===== src/rtl/vga_pkg.sv =====
// vga_pkg: shared 640x480@60 raster timing constants and pixel types
// used by the sync generator and the symbol/digit renderers.
package vga_pkg;

    localparam int DEF_DIV      = 4;
    localparam int DEF_HD       = 640;
    localparam int DEF_HF       = 16;
    localparam int DEF_HR       = 96;
    localparam int DEF_HB       = 48;
    localparam int DEF_VD       = 480;
    localparam int DEF_VF       = 10;
    localparam int DEF_VR       = 2;
    localparam int DEF_VB       = 33;
    localparam int DEF_SYNC_DLY = 3;

    localparam int H_TOTAL = DEF_HD + DEF_HF + DEF_HR + DEF_HB;
    localparam int V_TOTAL = DEF_VD + DEF_VF + DEF_VR + DEF_VB;

    localparam int H_SYNC_START = DEF_HD + DEF_HF;
    localparam int H_SYNC_END   = DEF_HD + DEF_HF + DEF_HR - 1;
    localparam int V_SYNC_START = DEF_VD + DEF_VF;
    localparam int V_SYNC_END   = DEF_VD + DEF_VF + DEF_VR - 1;

    typedef struct packed {
        logic [3:0] r;
        logic [3:0] g;
        logic [3:0] b;
    } rgb12_t;

    function automatic int cnt_width(input int n);
        return (n > 1) ? $clog2(n) : 1;
    endfunction

endpackage


===== src/rtl/mod_n_counter.sv =====
// mod_n_counter: enabled modulo-N counter with a wrap strobe that is
// high while enabled on the last count.
module mod_n_counter
    import vga_pkg::*;
#(
    parameter int N = 4,
    parameter int W = 2
) (
    input  logic         clk,
    input  logic         reset,
    input  logic         en_i,
    output logic [W-1:0] count_o,
    output logic         wrap_o
);

    localparam logic [W-1:0] LAST = W'(N - 1);

    logic [W-1:0] cnt_q;
    logic [W-1:0] cnt_d;
    logic         at_last;

    assign at_last = (cnt_q == LAST);

    // advance on enable, fold back to zero after the last count
    always_comb begin
        cnt_d = cnt_q;
        if (en_i) begin
            cnt_d = at_last ? '0 : cnt_q + 1'b1;
        end
    end

    // count register
    always_ff @(posedge clk or negedge reset) begin
        if (!reset) begin
            cnt_q <= '0;
        end else begin
            cnt_q <= cnt_d;
        end
    end

    assign count_o = cnt_q;
    assign wrap_o  = en_i && at_last;

endmodule


===== src/rtl/vga_sync_gen.sv =====
// vga_sync_gen: pixel-tick divider, raster counters and sync/video
// flags delayed to line up with the renderers' registered RGB.
module vga_sync_gen
    import vga_pkg::*;
#(
    parameter int DIV      = DEF_DIV,
    parameter int HD       = DEF_HD,
    parameter int HF       = DEF_HF,
    parameter int HR       = DEF_HR,
    parameter int HB       = DEF_HB,
    parameter int VD       = DEF_VD,
    parameter int VF       = DEF_VF,
    parameter int VR       = DEF_VR,
    parameter int VB       = DEF_VB,
    parameter int SYNC_DLY = DEF_SYNC_DLY
) (
    input  logic       clk,
    input  logic       reset,
    output logic       p_tick,
    output logic [9:0] pix_x,
    output logic [9:0] pix_y,
    output logic       hsync,
    output logic       vsync,
    output logic       video_on,
    output logic       frame_start
);

    localparam int HT = HD + HF + HR + HB;
    localparam int VT = VD + VF + VR + VB;
    localparam int DW = cnt_width(DIV);

    localparam logic [DW-1:0] DIV_LAST = DW'(DIV - 1);
    localparam logic [9:0]    H_VIS    = 10'(HD);
    localparam logic [9:0]    V_VIS    = 10'(VD);
    localparam logic [9:0]    HS_LO    = 10'(HD + HF);
    localparam logic [9:0]    HS_HI    = 10'(HD + HF + HR - 1);
    localparam logic [9:0]    VS_LO    = 10'(VD + VF);
    localparam logic [9:0]    VS_HI    = 10'(VD + VF + VR - 1);

    if (SYNC_DLY < 1 || SYNC_DLY > 8) begin : g_dly_chk
        $error("vga_sync_gen: SYNC_DLY must be 1..8");
    end

    logic [DW-1:0] div_cnt;
    logic          div_wrap_unused;
    logic [9:0]    h_cnt;
    logic [9:0]    v_cnt;
    logic          h_wrap;
    logic          v_wrap;

    logic p_tick_q, p_tick_d;
    logic fs_q, fs_d;

    logic hs_raw, vs_raw, vid_raw;
    logic [SYNC_DLY-1:0] hs_q, vs_q, vid_q;

    mod_n_counter #(.N(DIV), .W(DW)) u_div (
        .clk     (clk),
        .reset   (reset),
        .en_i    (1'b1),
        .count_o (div_cnt),
        .wrap_o  (div_wrap_unused)
    );

    mod_n_counter #(.N(HT), .W(10)) u_hcnt (
        .clk     (clk),
        .reset   (reset),
        .en_i    (p_tick_q),
        .count_o (h_cnt),
        .wrap_o  (h_wrap)
    );

    mod_n_counter #(.N(VT), .W(10)) u_vcnt (
        .clk     (clk),
        .reset   (reset),
        .en_i    (h_wrap),
        .count_o (v_cnt),
        .wrap_o  (v_wrap)
    );

    assign p_tick_d = (div_cnt == DIV_LAST);
    assign fs_d     = h_wrap && v_wrap;

    assign hs_raw  = !((h_cnt >= HS_LO) && (h_cnt <= HS_HI));
    assign vs_raw  = !((v_cnt >= VS_LO) && (v_cnt <= VS_HI));
    assign vid_raw = (h_cnt < H_VIS) && (v_cnt < V_VIS);

    // pixel tick and frame-start strobes, both one clock wide
    always_ff @(posedge clk or negedge reset) begin
        if (!reset) begin
            p_tick_q <= 1'b0;
            fs_q     <= 1'b0;
        end else begin
            p_tick_q <= p_tick_d;
            fs_q     <= fs_d;
        end
    end

    // flag delay lines, shifted every clock to match the RGB pipeline
    always_ff @(posedge clk or negedge reset) begin
        if (!reset) begin
            hs_q  <= '1;
            vs_q  <= '1;
            vid_q <= '0;
        end else begin
            hs_q[0]  <= hs_raw;
            vs_q[0]  <= vs_raw;
            vid_q[0] <= vid_raw;
            for (int i = 1; i < SYNC_DLY; i++) begin
                hs_q[i]  <= hs_q[i-1];
                vs_q[i]  <= vs_q[i-1];
                vid_q[i] <= vid_q[i-1];
            end
        end
    end

    assign p_tick      = p_tick_q;
    assign pix_x       = h_cnt;
    assign pix_y       = v_cnt;
    assign hsync       = hs_q[SYNC_DLY-1];
    assign vsync       = vs_q[SYNC_DLY-1];
    assign video_on    = vid_q[SYNC_DLY-1];
    assign frame_start = fs_q;

endmodule


===== config.mk =====
export PLATFORM = sky130hd
export DESIGN_NAME = vga_sync_gen
export DESIGN_NICKNAME = d
export VERILOG_FILES = /design/src/rtl/vga_pkg.sv /design/src/rtl/mod_n_counter.sv /design/src/rtl/vga_sync_gen.sv
export SDC_FILE = /design/constraint.sdc
export NUM_CORES = 1
export LEC_CHECK = 0
export ABC_AREA = 1
export BUFFER_PORTS_ARGS = -buffer_cell sky130_fd_sc_hd__buf_2
export CORE_MARGIN = 1
export CORE_UTILIZATION = 53
export DETAILED_ROUTE_END_ITERATION = 12
export GPL_ROUTABILITY_DRIVEN = 0
export PLACE_DENSITY = 0.81
export SETUP_SLACK_MARGIN = 0.4
export SYNTH_ARGS = -nofsm -noshare
export SYNTH_HDL_FRONTEND = slang
export SYNTH_SLANG_ARGS = --single-unit

===== constraint.sdc =====
create_clock -name clk -period 1.5 [get_ports clk]
set_input_delay 0.15 -clock clk [delete_from_list [all_inputs] [get_ports clk]]
set_output_delay 0.15 -clock clk [all_outputs]
set_load 0.1 [all_outputs]

==> results of run 1 <==
what timing repair did:
item                                   CTS
pin swaps                               14
resized for setup                      108
setup endpoints to repair               45
buffers inserted                        28
endpoints found under the hold margin   13
hold buffers                             1
per-stage QoR:
step	TNS [ps]	util [%]	cells	setup slack, ps
3_3_place_gp	0	69.08	252	34.12
3_5_place_dp	-75.76	69.08	252	-24.36
2_1_floorplan	-460.5	-	193	-58.99
4_1_cts	0	92.79	289	69.20
cell families after synthesis:
kind of cell	share of synthesized area, %
AOI/OAI and AO/OA	5.214
xor gates and xnor gates	3.221
adders and majority gates	4.601
buffers and inverters	8.742
DFF	51.07
and+or+nand+nor	27.15
synthesized netlist by cell type:
master and count:
a21oi_1 2, buf_6 2, dfrtp_1 27, dfstp_2 6, ha_1 6, inv_1 29
inv_2 3, nand2_1 44, nand3_1 15, nand3_2 1, nand3b_1 1, nand4_1 7
nor2_1 17, nor2_2 3, nor2_4 1, nor3_1 7, nor4_1 2, o211ai_1 2
o21ai_0 9, o21ai_1 3, xnor2_1 1, xor2_1 5
==> results.md, run 1 <==
- Status: did not finish
- Mapped Nets: 201
- Port bufs: 26
- Synth top area cells: dfrtp_1 41%, nand2_1 10%, dfstp_2 9.7%, inv_1 6.7%, ha_1 4.6%
- Library cells used by synthesis: 22
- GRT worst endpoint: u_vcnt.count_o[1]$_DFFE_PN0P_/D
- Clock Sinks: 33
- First Err: [ERROR DPL-0038] Utilization greater than 100%, impossible to legalize
- Clock Path Buffers: 2
- Top cell type's share of synthesized area: 41.41%
- HPWL Detailed: 2.541 mm
- Std cell rows: 19
- Post-Syn Instances: 193
- # IOs: 27
- Die Ht: 57.49 um
- Yosys warning count: 0
- Root Buffer: clkbuf_4
- CTS H-tree depth: 2
- Post-synthesis sequential element count: 33
- Die width: 57.49 um
- Largest net degree at the start of global routing: 18
- Post-DP Area: 0.001954 mm2
- Initial Utilization: 57.67%
- Worst EP kind: register input
- Halt Stage: 5_1_grt
- Cell area after synthesis: 0.001632 mm2
- Inserted Clock Buffers: 5
- Proportion of synthesized chip area in sequential cells: 51.07%
- Syn avg cell area: 8.454 um2
- Post-synth top area cell: dfrtp_1
==> inputs of run 2 (changes only) <==
--- a/config.mk
+++ b/config.mk
@@ -8,11 +8,10 @@
 export ABC_AREA = 1
 export BUFFER_PORTS_ARGS = -buffer_cell sky130_fd_sc_hd__buf_2
 export CORE_MARGIN = 1
-export CORE_UTILIZATION = 53
+export CORE_UTILIZATION = 38
 export DETAILED_ROUTE_END_ITERATION = 12
 export GPL_ROUTABILITY_DRIVEN = 0
-export PLACE_DENSITY = 0.81
-export SETUP_SLACK_MARGIN = 0.4
+export PLACE_DENSITY_LB_ADDON = 0.15
 export SYNTH_ARGS = -nofsm -noshare
 export SYNTH_HDL_FRONTEND = slang
 export SYNTH_SLANG_ARGS = --single-unit
==> results.md, run 2 <==
- Status: complete, no violations (was did not finish)
- Antenna-violating nets left: 0
- Final hold slack: 350.0 ps
- Slowest stage cell, crit path: dfrtp_4
- Worst path top cell family by delay: buffers and inverters
- Commonest non-fill, non-tap cells in the layout: 43 x nand2_1, 28 x inv_1, 26 x buf_2, 16 x nor2_1
- RSZ-0062 raised after global routing: false
- Port bufs: 26 (unchanged)
- CTS tree: done
- CP bufs+invs: 2
- Critical path class: register to output pin
- Std cell rows: 23 (was 19)
- Clock skew: 8.801 ps
- Final Hold Fails: 0
- CP endpoint kind: output pin
- Post-synthesis sequential element count: 33 (unchanged)
- Vias: 1373
- Die width: 67.53 um (was 57.49 um)
- Max-Cap Viols: 0
- Area delta synth->final: 28.53%
- Synth Area in Simple Gates: 27.15% (unchanged)
- Max Clk Rate: 0.7079 GHz
- Initial antenna violation count: 0
- CTS H-tree depth: 2 (unchanged)
- Cell total after placement: 278 (was 252)
- Slew Limit Fails: 0
- Initial DRC Count: 98
- Async SR Flop Fraction: 100.0% (unchanged)
- Post-route DRC: 0
- Post-DP Area: 0.001946 mm2 (was 0.001954 mm2)
- Largest family of logic cells by synthesized area: simple AND/OR/NAND/NOR gates (unchanged)
- Vias in the first global route: 1141
- Peak supply drop: 565.9 uV
- Layout Cells excl Fill: 291
- Commonest cells in the netlist: 44 x nand2_1, 29 x inv_1, 27 x dfrtp_1 (unchanged)
- Compound-cell area share of the yosys netlist: 5.215% (unchanged)
- Post-synth EDFFs: 0 (unchanged)
- Post-Syn Instances: 193 (unchanged)
- Routed WL per cell: 11.59 um
- Inserted Clock Buffers: 5 (unchanged)
- Post-synthesis adder-cell area fraction: 4.601% (unchanged)
- Hold Crit Class: register to register
- Leakage: 1.002 nW
- Final setup fails: 0
- Worst Max-Slew Pin Slew: 676.5 ps
- CP startpoint: u_vcnt.count_o[1]
- Gr ovfl total: 0
- Worst Path Arrival: 1260 ps
- Die Ht: 67.53 um (was 57.49 um)
- Nets: 248
- Cell area after synthesis: 0.001632 mm2 (unchanged)
- Slew headroom: 54.90%
- Count leader, synth: nand2_1 (unchanged)
- Final wirelength: 3.372 mm
- Core area: 0.004058 mm2
- Tmin final: 1413 ps
- Clock Sinks: 33 (unchanged)
- First-pass GRT wire length: 5.485 mm
- Most common cell after layout, fill and taps aside: nand2_1
- HPWL Detailed: 2.393 mm (was 2.541 mm)
- Top cell type's share of synthesized area: 41.41% (unchanged)
- Post-synth top flop: dfrtp_1 (unchanged)
- Total Power: 1.568 mW
- Crit-path cells: buf_4 -> buf_2
- Die area: 0.004560 mm2
- Total power divided by cell area: 747.9 mW/mm2
- Mapped Nets: 201 (unchanged)
- Library cells used by synthesis: 22 (unchanged)
- Proportion of synthesized chip area in sequential cells: 51.07% (unchanged)
- Layout cells sized above 1: 37.34%
- ANT cells: 0
- 1st-pass router iterations: 4
- Max FO, Critical Path: 4
- Initial Utilization: 40.21% (was 57.67%)
- Post-synth top area cell: dfrtp_1 (unchanged)
- Yosys warning count: 0 (unchanged)
- Startpoint types: register
- Syn avg cell area: 8.454 um2 (unchanged)
- Post-Layout Inst Area: 0.002097 mm2
- Hold path startpoint: vid_q[0]
- Clk Latency, worst-skew pair: 280 ps
- Setup TNS: 0 ps
- Root Buffer: clkbuf_8 (was clkbuf_4)
- Post-synthesis xor/xnor area fraction: 3.221% (unchanged)
- Period utilization: 94.18%
- Slowest stage delay, CP: 430 ps
- Largest net degree at the start of global routing: 32
- # IOs: 27 (unchanged)
- DR vias/cell: 4.718
- Post-synthesis mux area share: 0% (unchanged)
- Clock Path Buffers: 2 (unchanged)
- Synth top area cells: dfrtp_1 41%, nand2_1 10%, dfstp_2 9.7%, inv_1 6.7%, ha_1 4.6% (unchanged)
- Data required time of the worst path: 1350 ps
- Worst-path clk slew: 80 ps
- Total global-route track usage: 16.74%
- Critical R2R Launch: u_vcnt.count_o[1]
==> run 2: cell counts after synthesis <==
No cell type changed its count.
==> run 2: cell families after synthesis <==
| group | Yosys count |
|---|---|
| AND/OR/NAND/NOR | 98 |
| XOR/XNOR | 6 |
| AO/OA/AOI/OAI | 16 |
| adder cells (fa/ha/maj) | 6 |
| flip-flops | 33 |
| buffers and inverters | 34 |
==> run 2: layout make-up <==
type / count / area, um2
clock inverter: 3 / 17.52
fill: 387 / 1961
multi-input combinational: 127 / 708.2
sequential: 33 / 874.6
clock buffer: 5 / 68.82
timing repair buffer: 41 / 245.2
inverter: 32 / 120.1
tap: 50 / 62.56
==> run 2: layer usage <==
layer	vias up	track usage, %	part of all wire [%]
met1	628	23.81	52
met2	35	22.40	42
met5	-	0	0
met3	2	5.236	4.4
met4	0	8.511	0.98
li1	708	-	-
==> run 2: through the flow <==
stage               utilization (%)  setup WS (ps)
floorplan                         -         -61.49
global placement              47.95          42.69
detailed placement            47.95         -12.17
CTS                           50.66          13.17
global route                  51.68          4.537
finish                        51.68          87.31
==> run 2: where the power goes <==
part | total (mW) | switching [mW] | internal (mW)
clock network | 0.656 | 0.336 | 0.320
logic | 0.0231 | 0.0172 | 0.00585
registers | 0.890 | 0 | 0.890
total | 1.57 | 0.353 | 1.22
==> run 2: path summary, 6_finish.rpt <==
check                                     to  slack, ps  depth (start not counted)
setup / recovery                    pix_y[1]         90                          2
hold / removal                      vid_q[1]        350                          0
setup reg to reg           u_vcnt.count_o[6]         90                          7
hold reg to reg                     vid_q[1]        350                          0
max in group asynchronous            hs_q[1]        470                          3
min in group asynchronous  u_vcnt.count_o[0]        440                          2
==> run 2: timing repair <==
action / in CTS / in global routing
pin swaps: 1 / 2
endpoints found under the setup margin: 6 / 11
buffers inserted: 1 / 2
hold endpoints to repair: 27 / 0
hold buffers: 1 / 0
gates cloned: 1 / 0
gates resized for setup: 0 / 6
(Power assumes the default switching activity.)
==> inputs of run 3 (changes only) <==
--- a/config.mk
+++ b/config.mk
@@ -7,9 +7,9 @@
 export LEC_CHECK = 0
 export ABC_AREA = 1
 export BUFFER_PORTS_ARGS = -buffer_cell sky130_fd_sc_hd__buf_2
-export CORE_MARGIN = 1
-export CORE_UTILIZATION = 38
+export CORE_AREA = 2 2 63 65
 export DETAILED_ROUTE_END_ITERATION = 12
+export DIE_AREA = 0 0 65 67
 export GPL_ROUTABILITY_DRIVEN = 0
 export PLACE_DENSITY_LB_ADDON = 0.15
 export SYNTH_ARGS = -nofsm -noshare
==> results.md, run 3 (same netlist as run 2, synthesis figures left out) <==
- Final setup fails: 0 (unchanged)
- Final Hold Fails: 0 (unchanged)
- Std cell rows: 22 (was 23)
- Tmin final: 1445 ps (was 1413 ps)
- Layout cells sized above 1: 37.92% (was 37.34%)
- Initial Utilization: 45.25% (was 40.21%)
- Core Util, Final: 57.88% (was 51.68%)
- Clk Latency, worst-skew pair: 280 ps (about the same)
- Total global-route track usage: 17.75% (was 16.74%)
- DR vias/cell: 4.698 (was 4.718)
- Period utilization: 96.32% (was 94.18%)
- Initial antenna violation count: 0 (unchanged)
- ANT cells: 0 (unchanged)
- # fillers: 349 (was 387)
- Setup TNS: 0 ps (unchanged)
- Inserted Clock Buffers: 5 (unchanged)
- Worst Max-Slew Pin Slew: 491.1 ps (was 676.5 ps)
- Die area: 0.004355 mm2 (was 0.004560 mm2)
- Largest net degree at the start of global routing: 34 (was 32)
- Hold Crit Class: register to register (unchanged)
- RSZ-0062 raised after global routing: true (was false)
- Total power divided by cell area: 746.3 mW/mm2 (was 747.9 mW/mm2)
- Clock skew: 1.887 ps (was 8.801 ps)
- Core area: 0.003606 mm2 (was 0.004058 mm2)
- Worst Path Arrival: 1640 ps (was 1260 ps)
- # IOs: 27 (unchanged)
- Startpoint types: register (unchanged)
- Leakage: 0.9972 nW (was 1.002 nW)
- Die width: 65 um (was 67.53 um)
- Area delta synth->final: 27.91% (was 28.53%)
- Peak supply drop: 535.2 uV (was 565.9 uV)
- Post-place setup slack: 70.92 ps (was -12.17 ps)
- HPWL Detailed: 2.473 mm (was 2.393 mm)
- CP endpoint kind: register (was output pin)
- Data required time of the worst path: 1700 ps (was 1350 ps)
- Max Clk Rate: 0.6921 GHz (was 0.7079 GHz)
- CTS H-tree depth: 2 (unchanged)
- Final wirelength: 3.346 mm (was 3.372 mm)
- Nets: 247 (was 248)
- Root Buffer: clkbuf_8 (unchanged)
- 1st-pass router iterations: 4 (unchanged)
- Gr ovfl total: 0 (unchanged)
- Max FO, Critical Path: 6 (was 4)
- Status: complete, no violations (unchanged)
- Critical path class: register to register (was register to output pin)
- First-pass GRT wire length: 5.733 mm (was 5.485 mm)
- Die Ht: 67 um (was 67.53 um)
- Routed WL per cell: 11.62 um (was 11.59 um)
- Max-Cap Viols: 0 (unchanged)
- Clock Sinks: 33 (unchanged)
- Vias: 1353 (was 1373)
- Slew Limit Fails: 0 (unchanged)
- Post-route DRC: 0 (unchanged)
- Antenna-violating nets left: 0 (unchanged)
- Clock Path Buffers: 2 (unchanged)
- CTS tree: done (unchanged)
- Initial DRC Count: 106 (was 98)
- Most common cell after layout, fill and taps aside: nand2_1 (unchanged)
- Slew headroom: 67.48% (was 54.90%)
- Vias in the first global route: 1273 (was 1141)
- Setup slack after layout: 55.14 ps (was 87.31 ps)
- Worst-path clk slew: 70 ps (was 80 ps)
- Port bufs: 26 (unchanged)
- Commonest non-fill, non-tap cells in the layout: 43 x nand2_1, 26 x inv_1, 26 x buf_2, 17 x nor2_1 (was 43 x nand2_1, 28 x inv_1, 26 x buf_2, 16 x nor2_1)
-- run 3: cell types whose count changed in the layout (fill, tap and decap cells not counted) --
cell     change
ha_2         +1
ha_1         -2
ha_4         +1
nor2_4       -1
inv_1        -2
inv_4        +2
nand3_2      +1
nor2_1       +1
nor4_2       -1
nand3_4      -1
nor2_2       -1
nor4_1       +1
-- run 3: cell type report --
type                            count  area, um2  share of cell area, %
Inverter                           32      125.1                  5.995
Clock inverter                      3      17.52                 0.8393
Sequential cell                    33      874.6                  41.91
Timing Repair Buffer               41      245.2                  11.75
Clock buffer                        5      68.82                  3.297
Multi-Input combinational cell    126      695.7                  33.33
Tap cell                           48      60.06                  2.878
-- run 3: timing repair --
action / in CTS / in global routing
resized for setup: 0 / 9
setup buffers: 0 / 3
hold buffers: 1 / 0
setup endpoints to repair: 0 / 9
hold endpoints to repair: 27 / 0
-- run 3: report_power, final --
group          internal [mW]  switching [mW]  total (mW)
combinational        0.00433          0.0167      0.0211
clock                  0.320           0.327       0.646
sequential             0.890               0       0.890
total                   1.21           0.344        1.56
-- run 3: per-layer routing --
layer	track usage (%)	vias up	wire, um
li1	-	704	-
met1	21.52	615	1575
met2	28.87	28	1559
met3	5.405	6	150
met4	8.245	0	60
met5	0	-	0
-- run 3: path summary, 6_finish.rpt --
kind | depth (start not counted) | endpoint | slack (ps) | startpoint
worst max-delay path | 8 | u_vcnt.count_o[1] | 60 | u_hcnt.count_o[0]
worst min-delay path | 0 | vid_q[2] | 350 | vid_q[1]
worst max register to register | 8 | u_vcnt.count_o[1] | 60 | u_hcnt.count_o[0]
worst min register to register | 0 | vid_q[2] | 350 | vid_q[1]
max in group asynchronous | 3 | u_hcnt.count_o[1] | 750 | reset
min in group asynchronous | 3 | vid_q[1] | 420 | reset
-- run 3: stage by stage --
step	instance area, um2	std cells	hold WS (ps)	total power, mW
2_1_floorplan	1693	193	-145.6	0.9070
3_3_place_gp	1943	276	200.0	0.9278
3_5_place_dp	1943	276	201.4	0.9279
4_1_cts	2039	285	358.0	1.587
5_1_grt	2087	288	361.1	1.638
6_report	2087	288	353.3	1.558
-- run 3: critical path, cell delays in order (launching register included) --
cell and delay, ps:
dfrtp_4 440, ha_4 150, nand2_2 60, nor2_2 110
nand3_2 130, nor2_4 180, buf_4 160, nand3_1 70
o21ai_0 80
